<file path="config.mk">
export PLATFORM = sky130hd
export DESIGN_NAME = fifo_ctrl_stat
export DESIGN_NICKNAME = d
export VERILOG_FILES = /design/src/rtl/fifo_pkg.sv /design/src/rtl/fifo_wrap_ptr.sv /design/src/rtl/fifo_ctrl_stat.sv
export SDC_FILE = /design/constraint.sdc
export NUM_CORES = 1
export LEC_CHECK = 0
export ABC_AREA = 1
export CORE_MARGIN = 2
export CORE_UTILIZATION = 48
export DETAILED_ROUTE_END_ITERATION = 16
export PLACE_DENSITY_LB_ADDON = 0.3
export SLEW_MARGIN = 20
export SYNTH_ARGS = -nofsm -noshare
export SYNTH_HDL_FRONTEND = slang
export SYNTH_SLANG_ARGS = --single-unit
export TNS_END_PERCENT = 100
</file>
<file path="constraint.sdc">
create_clock -name clk -period 1.82 [get_ports clk]
set_input_delay 0.273 -clock clk [delete_from_list [all_inputs] [get_ports clk]]
set_output_delay 0.273 -clock clk [all_outputs]
set_load 0.005 [all_outputs]
</file>
<file path="src/rtl/fifo_pkg.sv">
// Shared types and helpers for the FIFO pointer/flag controller.
package fifo_pkg;

  // Request decode for {wr, rd}.
  typedef enum logic [1:0] {
    OP_NOP = 2'b00,
    OP_RD  = 2'b01,
    OP_WR  = 2'b10,
    OP_RW  = 2'b11
  } fifo_op_t;

  // The occupancy counter needs one bit more than the address so it can hold DEPTH.
  function automatic int cnt_width(input int addr_width);
    return addr_width + 1;
  endfunction

endpackage

</file>
<file path="src/rtl/fifo_wrap_ptr.sv">
// Wrapping address pointer: increments modulo 2**ADDR_WIDTH, synchronous clear.
module fifo_wrap_ptr #(
  parameter int ADDR_WIDTH = 3
) (
  input  logic                  clk,
  input  logic                  reset,
  input  logic                  clr_i,
  input  logic                  inc_i,
  output logic [ADDR_WIDTH-1:0] ptr_o
);

  logic [ADDR_WIDTH-1:0] ptr_q, ptr_d;

  // Next pointer: clear wins, otherwise advance with natural wrap.
  always_comb begin
    ptr_d = ptr_q;
    if (clr_i) begin
      ptr_d = '0;
    end else if (inc_i) begin
      ptr_d = ptr_q + ADDR_WIDTH'(1);
    end
  end

  // Pointer register.
  always_ff @(posedge clk or posedge reset) begin
    if (reset) begin
      ptr_q <= '0;
    end else begin
      ptr_q <= ptr_d;
    end
  end

  assign ptr_o = ptr_q;

endmodule

</file>
<file path="src/rtl/fifo_ctrl_stat.sv">
// FIFO pointer/flag controller for an external dual-port register file:
// occupancy count, level thresholds, synchronous flush and sticky error flags.
module fifo_ctrl_stat
  import fifo_pkg::*;
#(
  parameter int ADDR_WIDTH = 3,
  parameter int AF_LEVEL   = 6,
  parameter int AE_LEVEL   = 2
) (
  input  logic                             clk,
  input  logic                             reset,
  input  logic                             clr,
  input  logic                             wr,
  input  logic                             rd,
  output logic                             wr_en,
  output logic                             rd_en,
  output logic [ADDR_WIDTH-1:0]            w_addr,
  output logic [ADDR_WIDTH-1:0]            r_addr,
  output logic [cnt_width(ADDR_WIDTH)-1:0] count,
  output logic                             empty,
  output logic                             full,
  output logic                             almost_empty,
  output logic                             almost_full,
  output logic                             overflow,
  output logic                             underflow
);

  localparam int DEPTH = 2 ** ADDR_WIDTH;
  localparam int CW    = cnt_width(ADDR_WIDTH);

  localparam logic [CW-1:0] DEPTH_CNT = CW'(DEPTH);
  localparam logic [CW-1:0] AF_CNT    = CW'(AF_LEVEL);
  localparam logic [CW-1:0] AE_CNT    = CW'(AE_LEVEL);

  if (!((AE_LEVEL < AF_LEVEL) && (AF_LEVEL <= DEPTH))) begin : g_bad_levels
    $error("fifo_ctrl_stat: thresholds must satisfy AE_LEVEL < AF_LEVEL <= DEPTH");
  end

  fifo_op_t op;

  logic [CW-1:0] count_q, count_d;
  logic          empty_q, empty_d;
  logic          full_q, full_d;
  logic          aempty_q, aempty_d;
  logic          afull_q, afull_d;
  logic          ovf_q, ovf_d;
  logic          udf_q, udf_d;

  // Acceptance strobes; a write into a full FIFO is fine when a pop frees the slot.
  always_comb begin
    wr_en = wr & ~clr & (~full_q | rd);
    rd_en = rd & ~clr & ~empty_q;
  end

  // Occupancy and sticky-error next state; flags derive from the next count.
  always_comb begin
    op       = fifo_op_t'({wr, rd});
    count_d  = count_q;
    ovf_d    = ovf_q;
    udf_d    = udf_q;
    if (clr) begin
      count_d = '0;
      ovf_d   = 1'b0;
      udf_d   = 1'b0;
    end else begin
      unique case (op)
        OP_WR: begin
          if (full_q) ovf_d = 1'b1;
          else        count_d = count_q + CW'(1);
        end
        OP_RD: begin
          if (empty_q) udf_d = 1'b1;
          else         count_d = count_q - CW'(1);
        end
        OP_RW: begin
          // Empty: only the write lands. Full or partial: write and pop cancel.
          if (empty_q) begin
            count_d = count_q + CW'(1);
            udf_d   = 1'b1;
          end
        end
        default: ;
      endcase
    end
    empty_d  = (count_d == '0);
    full_d   = (count_d == DEPTH_CNT);
    aempty_d = (count_d <= AE_CNT);
    afull_d  = (count_d >= AF_CNT);
  end

  // Count, level flags and sticky errors.
  always_ff @(posedge clk or posedge reset) begin
    if (reset) begin
      count_q  <= '0;
      empty_q  <= 1'b1;
      full_q   <= 1'b0;
      aempty_q <= 1'b1;
      afull_q  <= 1'b0;
      ovf_q    <= 1'b0;
      udf_q    <= 1'b0;
    end else begin
      count_q  <= count_d;
      empty_q  <= empty_d;
      full_q   <= full_d;
      aempty_q <= aempty_d;
      afull_q  <= afull_d;
      ovf_q    <= ovf_d;
      udf_q    <= udf_d;
    end
  end

  fifo_wrap_ptr #(.ADDR_WIDTH(ADDR_WIDTH)) u_wptr (
    .clk   (clk),
    .reset (reset),
    .clr_i (clr),
    .inc_i (wr_en),
    .ptr_o (w_addr)
  );

  fifo_wrap_ptr #(.ADDR_WIDTH(ADDR_WIDTH)) u_rptr (
    .clk   (clk),
    .reset (reset),
    .clr_i (clr),
    .inc_i (rd_en),
    .ptr_o (r_addr)
  );

  assign count        = count_q;
  assign empty        = empty_q;
  assign full         = full_q;
  assign almost_empty = aempty_q;
  assign almost_full  = afull_q;
  assign overflow     = ovf_q;
  assign underflow    = udf_q;

endmodule
</file>
==> reports/results.ini, run 1 <==
[sta]
fin_crit_ps = 1740
hold_slack_ps = 341
setup_viol = 0
slew-limit-headroom = 0.596
fin_worst_skew_ps = 3.46
max_freq_mhz = 573
worstMarginPinSlew_ps = 606
rsz0062_at_grt = false
fin_crit_sh = 0.958
slew_violations = 0
hold_violations = 0
finalSetupTns_ps = 0

[yosys]
yosysWarnings = 0
syn_area_um2 = 951
synth.area.top_cells = dfrtp_1, nand2_1, nand3_1
avgSynthCellArea_um2 = 7.37
synth_cells = 129
ys_seq_area_frac = 0.424
yosys.area.top_type = dfrtp_1
synth.distinct_cells = 20
syn_nets = 138
ys_seq_elements = 16
yosysTopAreaCellShare = 0.368

[detailed_routing]
drc_errors = 0
dr_wl_met2_mm = 1.11
antenna_left = 0
wire_per_inst_um = 12.2
vias_per_cell = 4.99
wl_mm = 2.36
route.met3.wl_um = 152
drt_iter0_markers = 28
wl_met1_mm = 1.03
drt-pass1-iter-count = 4
vias = 968
maxUsedRoutingLayer = met4

[power]
powerDensity_mw_per_mm2 = 1010
irDropWorstVdd_v = 0.000804
power_leakage_nw = 0.706
p_total_w = 0.00135

[placement]
place_area_mm2 = 0.00130
dp_hpwl_mm = 1.86
port_buffers = 22
place.gp.congestion = 0.912

[worst_setup_path]
rrSetupSlack_ps = 290
ff2ff_path_depth = 7
critical_path_depth = 1
required_ps = 1550
cp_top_family = flip-flops
path_cells = clkdlybuf4s50_1
slowest_stage = dfstp_2
start_kind = flop
end_kind = output pin
worstPathMaxFanout = 7
reg2reg_to = empty
cp.arrival_ps = 1470
path_class = reg -> out
slowest_delay_ps = 650
regToRegStartpoint = empty
crit_buf_inv = 1

[final_layout]
diodes = 0
nets = 177
drive_gt1_frac = 0.180
fin_area_mm2 = 0.00134
syn2layout_area_growth_pct = 40.4

[clocking]
clk_pin_slew_ps = 90
cts_buffers = 3
htree_levels = 1
cts_tree = yes
clock-sinks = 16
clock_latency_ps = 290
hold_buffers = 0
root_buffer = clkbuf_4
clock_path_buffers = 2
cts_setup_buffers = 0
post_cts_resized = 3

[global_routing]
grt_pass1_wl_mm = 4.14
grt_pass1_vias = 939
grt_start_max_net_pins = 17
antenna_found_initial = 0
gr-total-overflow = 0
grt_usage = 0.227

[die]
die_y_um = 48.5
die_x_um = 48.5
core_mm2 = 0.00192
rows = 16
die-area_mm2 = 0.00235
start_util = 0.495
ios = 23

[job]
cap_violations = 0

[hold_path]
hold_path.class = in -> async

[run_status]
outcome = finished, final reports clean

## cells by family (layout without fill, tap and decap cells)
| kind of cell | after synthesis | after routing | share of synthesized area |
|---|---|---|---|
| AO/OA/AOI/OAI | 15 | 15 | 0.0921 |
| XOR/XNOR | 2 | 2 | 0.0184 |
| flip-flops | 16 | 16 | 0.424 |
| buffers and inverters | 22 | 60 | 0.0868 |
| adder cells (fa/ha/maj) | 4 | 4 | 0.0526 |
| AND/OR/NAND/NOR | 70 | 70 | 0.326 |
## layer usage
layer  up-vias  GRT usage
met5         -          0
met4         0      0.119
met3         9     0.0340
met2        37      0.375
met1       439      0.290
li1        483          -
## synthesized netlist by cell type
| cell | n |
|---|---|
| xor2_1 | 2 |
| dfstp_2 | 2 |
| ha_1 | 4 |
| a21oi_1 | 7 |
| nand2_1 | 29 |
| nand2_2 | 1 |
| o21ai_0 | 1 |
| inv_2 | 5 |
| o21ai_2 | 2 |
| nand3_1 | 15 |
| inv_1 | 16 |
| nand4_1 | 3 |
| o21ai_1 | 3 |
| dfrtp_1 | 14 |
| nor2_4 | 1 |
| o21a_1 | 2 |
| nand2_4 | 1 |
| nor2_1 | 19 |
| clkbuf_1 | 1 |
| nand3b_1 | 1 |
## layout make-up
type                       instances  area (um2)
clock buffer                       4        36.3
fill                             168         587
inverter                          21        78.8
multi-input combinational         91         468
sequential                        16         403
tap                               27        33.8
timing repair buffer              35         315
## layout by cell type (no fill, tap or decap)
master and instances:
o21a_1 2, buf_4 13, clkbuf_4 3, clkbuf_8 1, dfstp_2 2, a21oi_1 7, dfrtp_1 14, nor2_1 18
dlygate4sd2_1 2, nand2_2 1, xor2_1 2, nand2_4 1, nand2_1 29, inv_1 16, o21ai_2 2, nor2_2 1
nor2_4 1, o21ai_0 1, nand3b_1 1, nand4_1 3, o21ai_1 3, inv_2 5, clkdlybuf4s50_1 20, ha_1 4
nand3_1 15
## sequential cells by signal, indices dropped and copies added, names as in the netlist
signal,count
underflow,1
almost_full,1
empty,1
full,1
overflow,1
count,4
u_wptr.ptr_o,3
u_rptr.ptr_o,3
almost_empty,1
## worst max-delay path by stage
stage	from	end	slack (ps)
6_report	empty	empty	80
3_5_place_dp	rd	wr_en	-70
3_3_place_gp	rd	wr_en	-60
4_1_cts	empty	empty	70
2_1_floorplan	count[0]	empty	410
5_1_grt	empty	empty	40
## power breakdown
part,total [W],switching (W),internal [W]
clock,0.000235,0.000113,0.000122
combinational,0.000583,0.000280,0.000302
sequential,0.000531,0.0000869,0.000445
total,0.00135,0.000481,0.000869
## through the flow
stage,worst slack [ps],util,std cells
floorplan,407,-,129
global placement,-61.7,0.676,190
detailed placement,-68.6,0.676,190
CTS,71.0,0.695,194
global route,37.3,0.695,194
finish,76.0,0.695,194
Note: power is estimated with default switching activity, not from simulation.
==> inputs of run 2 (changes only) <==
--- a/config.mk
+++ b/config.mk
@@ -10,8 +10,9 @@
 export CORE_UTILIZATION = 48
 export DETAILED_ROUTE_END_ITERATION = 16
 export PLACE_DENSITY_LB_ADDON = 0.3
-export SLEW_MARGIN = 20
+export SLEW_MARGIN = 25
 export SYNTH_ARGS = -nofsm -noshare
 export SYNTH_HDL_FRONTEND = slang
+export SYNTH_HIERARCHICAL = 1
 export SYNTH_SLANG_ARGS = --single-unit
 export TNS_END_PERCENT = 100
==> run 2 against run 1 <==
Clock-buffer cell count unchanged. Routed wire length down 3.4%. Final cell count up 4.6%. Clock power down 18%. Largest power group is now sequential cells. Synthesized cell count up 10%.
==> reports/results.ini, run 2 <==
[run_status]
outcome = finished, final reports clean

[global_routing]
grt_start_max_net_pins = 11  ; -6
grt_pass1_vias = 981  ; +4.5%
grt_usage = 0.214  ; -0.0131
grt_pass1_wl_mm = 4.09  ; -1.2%
gr-total-overflow = 0  ; unchanged
antenna_found_initial = 0  ; unchanged

[final_layout]
utilization = 0.678  ; -0.0162
largest_reg_flops = 4  ; unchanged
nets = 186  ; +5.1%
stdcell_count = 203  ; +4.6%
syn2layout_area_growth_pct = 34.0
mostFrequentLayoutCells = nand2_1, inv_1, nor2_1
diodes = 0  ; unchanged
mostFrequentLayoutCell = nand2_1
drive_gt1_frac = 0.125  ; -0.0546

[yosys]
yosys-top-cells-count = nand2_1, inv_1, nor2_1
synth.distinct_cells = 19  ; -5.0%
synth_top_family_by_area = simple AND/OR/NAND/NOR gates
yosys.area_share.simple = 0.347  ; +0.0210
avgSynthCellArea_um2 = 6.93  ; -6.0%
synthAdderAreaFrac = 0.0509  ; -0.00174
syn_nets = 151  ; +9.4%
synth_cells = 142  ; +10%
yosysMostFrequentCell = nand2_1
synth.area.top_cells = dfrtp_1, nand2_1, inv_1
yosys-mux-area-fraction = 0  ; unchanged
ys_seq_area_frac = 0.410  ; -0.0140
ys_seq_elements = 16  ; unchanged
yosysTopAreaCellShare = 0.356  ; -0.0122
yosysWarnings = 6  ; +6
synth_edf_count = 0  ; unchanged
synth-xor-area-share = 0  ; -0.0184
synth_compound_area_frac = 0.0776  ; -0.0145
yosys.area.top_type = dfrtp_1
syn_area_um2 = 983  ; +3.4%
async_flop_share = 1.00  ; unchanged
synth_ff_type = dfrtp_1

[sta]
worstMarginPinSlew_ps = 354  ; -251 ps
hold_slack_ps = 218  ; -123 ps
fin_crit_sh = 0.954  ; -0.00453
rsz0062_at_grt = false
setup_viol = 0  ; unchanged
setup_ws_ps = 84.3  ; +8.24 ps
hold_violations = 0  ; unchanged
slew-limit-headroom = 0.764  ; +0.168
fin_worst_skew_ps = 12.1  ; +8.61 ps
slew_violations = 0  ; unchanged
fin_crit_ps = 1740  ; -8.24 ps
max_freq_mhz = 576  ; +0.47%

[detailed_routing]
drt-pass1-iter-count = 4  ; unchanged
vias_per_cell = 4.99  ; about the same
drc_errors = 0  ; unchanged
vias = 1013  ; +4.6%
drt_iter0_markers = 20  ; -29%
wire_per_inst_um = 11.2  ; -7.6%
antenna_left = 0  ; unchanged
wl_mm = 2.28  ; -3.4%

[placement]
dp_cells = 199  ; +4.7%
place.gp.congestion = 0.852  ; -6.6%
dp_hpwl_mm = 1.83  ; -1.7%
post-place-ws_ps = -28.9  ; +39.7 ps
port_buffers = 22  ; unchanged

[die]
die_x_um = 49.3  ; +1.6%
core_mm2 = 0.00194  ; +1.0%
die-area_mm2 = 0.00243  ; +3.1%
ios = 23  ; unchanged
rows = 16  ; unchanged
die_y_um = 49.3  ; +1.6%
start_util = 0.506  ; +0.0117

[clocking]
cts_tree = yes
clock-sinks = 16  ; unchanged
hold_buffers = 0  ; unchanged
cts_buffers = 3  ; unchanged
clk_pin_slew_ps = 90  ; about the same
htree_levels = 1  ; unchanged
root_buffer = clkbuf_4
clock_latency_ps = 290  ; about the same
cts_setup_buffers = 0  ; unchanged
clock_path_buffers = 2  ; unchanged

[worst_setup_path]
cp.arrival_ps = 1460  ; about the same
cp_top_family = flip-flops
path_class = reg -> out
endpoint = empty
rrSetupSlack_ps = 270  ; -20 ps
slowest_stage = dfstp_2
crit_buf_inv = 1  ; unchanged
reg2reg_to = full
ff2ff_path_depth = 9  ; +2
end_kind = output pin
required_ps = 1550  ; about the same
start_kind = flop
regToRegStartpoint = count[1]
path_cells = clkdlybuf4s50_1
slowest_delay_ps = 640  ; about the same
crit_start = empty
critical_path_depth = 1  ; unchanged
worstPathMaxFanout = 10  ; +3

[power]
intPower_w = 0.000726  ; -16%
p_comb_frac = 0.396  ; -0.036
power_leakage_nw = 0.715  ; +1.3%
p_clk_frac = 0.169  ; -0.005
p_total_w = 0.00114  ; -16%
p_seq_frac = 0.435  ; +0.041
irDropWorstVdd_v = 0.000641  ; -20%
switching_share = 0.363  ; +0.00641
p_sw_w = 0.000413  ; -14%
powerDensity_mw_per_mm2 = 864  ; -15%

[hold_path]
hold_path.class = in -> async

[job]
cap_violations = 0  ; unchanged

[run 2: cell count changes in the layout (fill, tap and decap cells not counted), moves of 2 or more]
cell,change
xor2_1,-2
nor2_1,+4
o21ai_0,+3
inv_1,+8
inv_2,-2
buf_4,-4
nand2_1,+6
[run 2: worst register-to-register path: cells and delay by family, from the launching register on]
family,cells,cell delay [ps]
flops,1,500
fa+ha+maj,1,230
simple gates,6,490
buf+inv,1,50
compound gates,1,230
[run 2: routing by layer]
layer  GRT usage  share of wire  vias up
met5           0              0        -
li1            -              -      506
met3      0.0276          0.059        4
met1       0.261           0.43      466
met2       0.385           0.50       37
met4      0.0714          0.011        0
[run 2: worst min path at each step]
stage                           end  slack [ps]  cells past startpoint  startpoint
finish              u_wptr/ptr_o[0]         220                      2       reset
global placement           overflow         490                      1    overflow
CTS                 u_wptr/ptr_o[1]         210                      2       reset
floorplan           u_rptr/ptr_o[0]          30                      1       reset
global route        u_rptr/ptr_o[1]         240                      2       reset
detailed placement        underflow         490                      2   underflow
[run 2: logic make-up (layout without fill, tap and decap cells)]
group,after synthesis,in the layout
and+or+nand+nor,80,80
buffers and inverters,28,62
DFF,16,16
AOI/OAI and AO/OA,14,14
adders and majority gates,4,4
[run 2: per-stage QoR]
step	TNS (ps)	instance area [um2]
floorplan	0	983
detailed placement	-39.5	1290
global placement	-24.3	1290
CTS	0	1320
finish	0	1320
global route	0	1320
[run 2: cell type report]
type | instances | area, um2
inverters | 27 | 101
flip-flops and latches | 16 | 403
clock buffers | 4 | 26.3
fillers | 171 | 624
multi-input cells | 98 | 468
repair buffers | 31 | 285
well taps | 27 | 33.8
[run 2: what timing repair did]
item                       in CTS  in global routing
hold endpoints to repair        0                  0
setup endpoints to repair       2                  0
gates resized for setup         2                  0
[run 2: power by group through the flow]
stage	Clock, W	Sequential (W)	Combinational (W)
after CTS	0.000204	0.000494	0.000450
after global routing	0.000214	0.000503	0.000514
after global placement	0	0.000500	0.000437
final	0.000193	0.000495	0.000450
after detailed placement	0	0.000500	0.000450
after floorplan	0	0.000476	0.000278
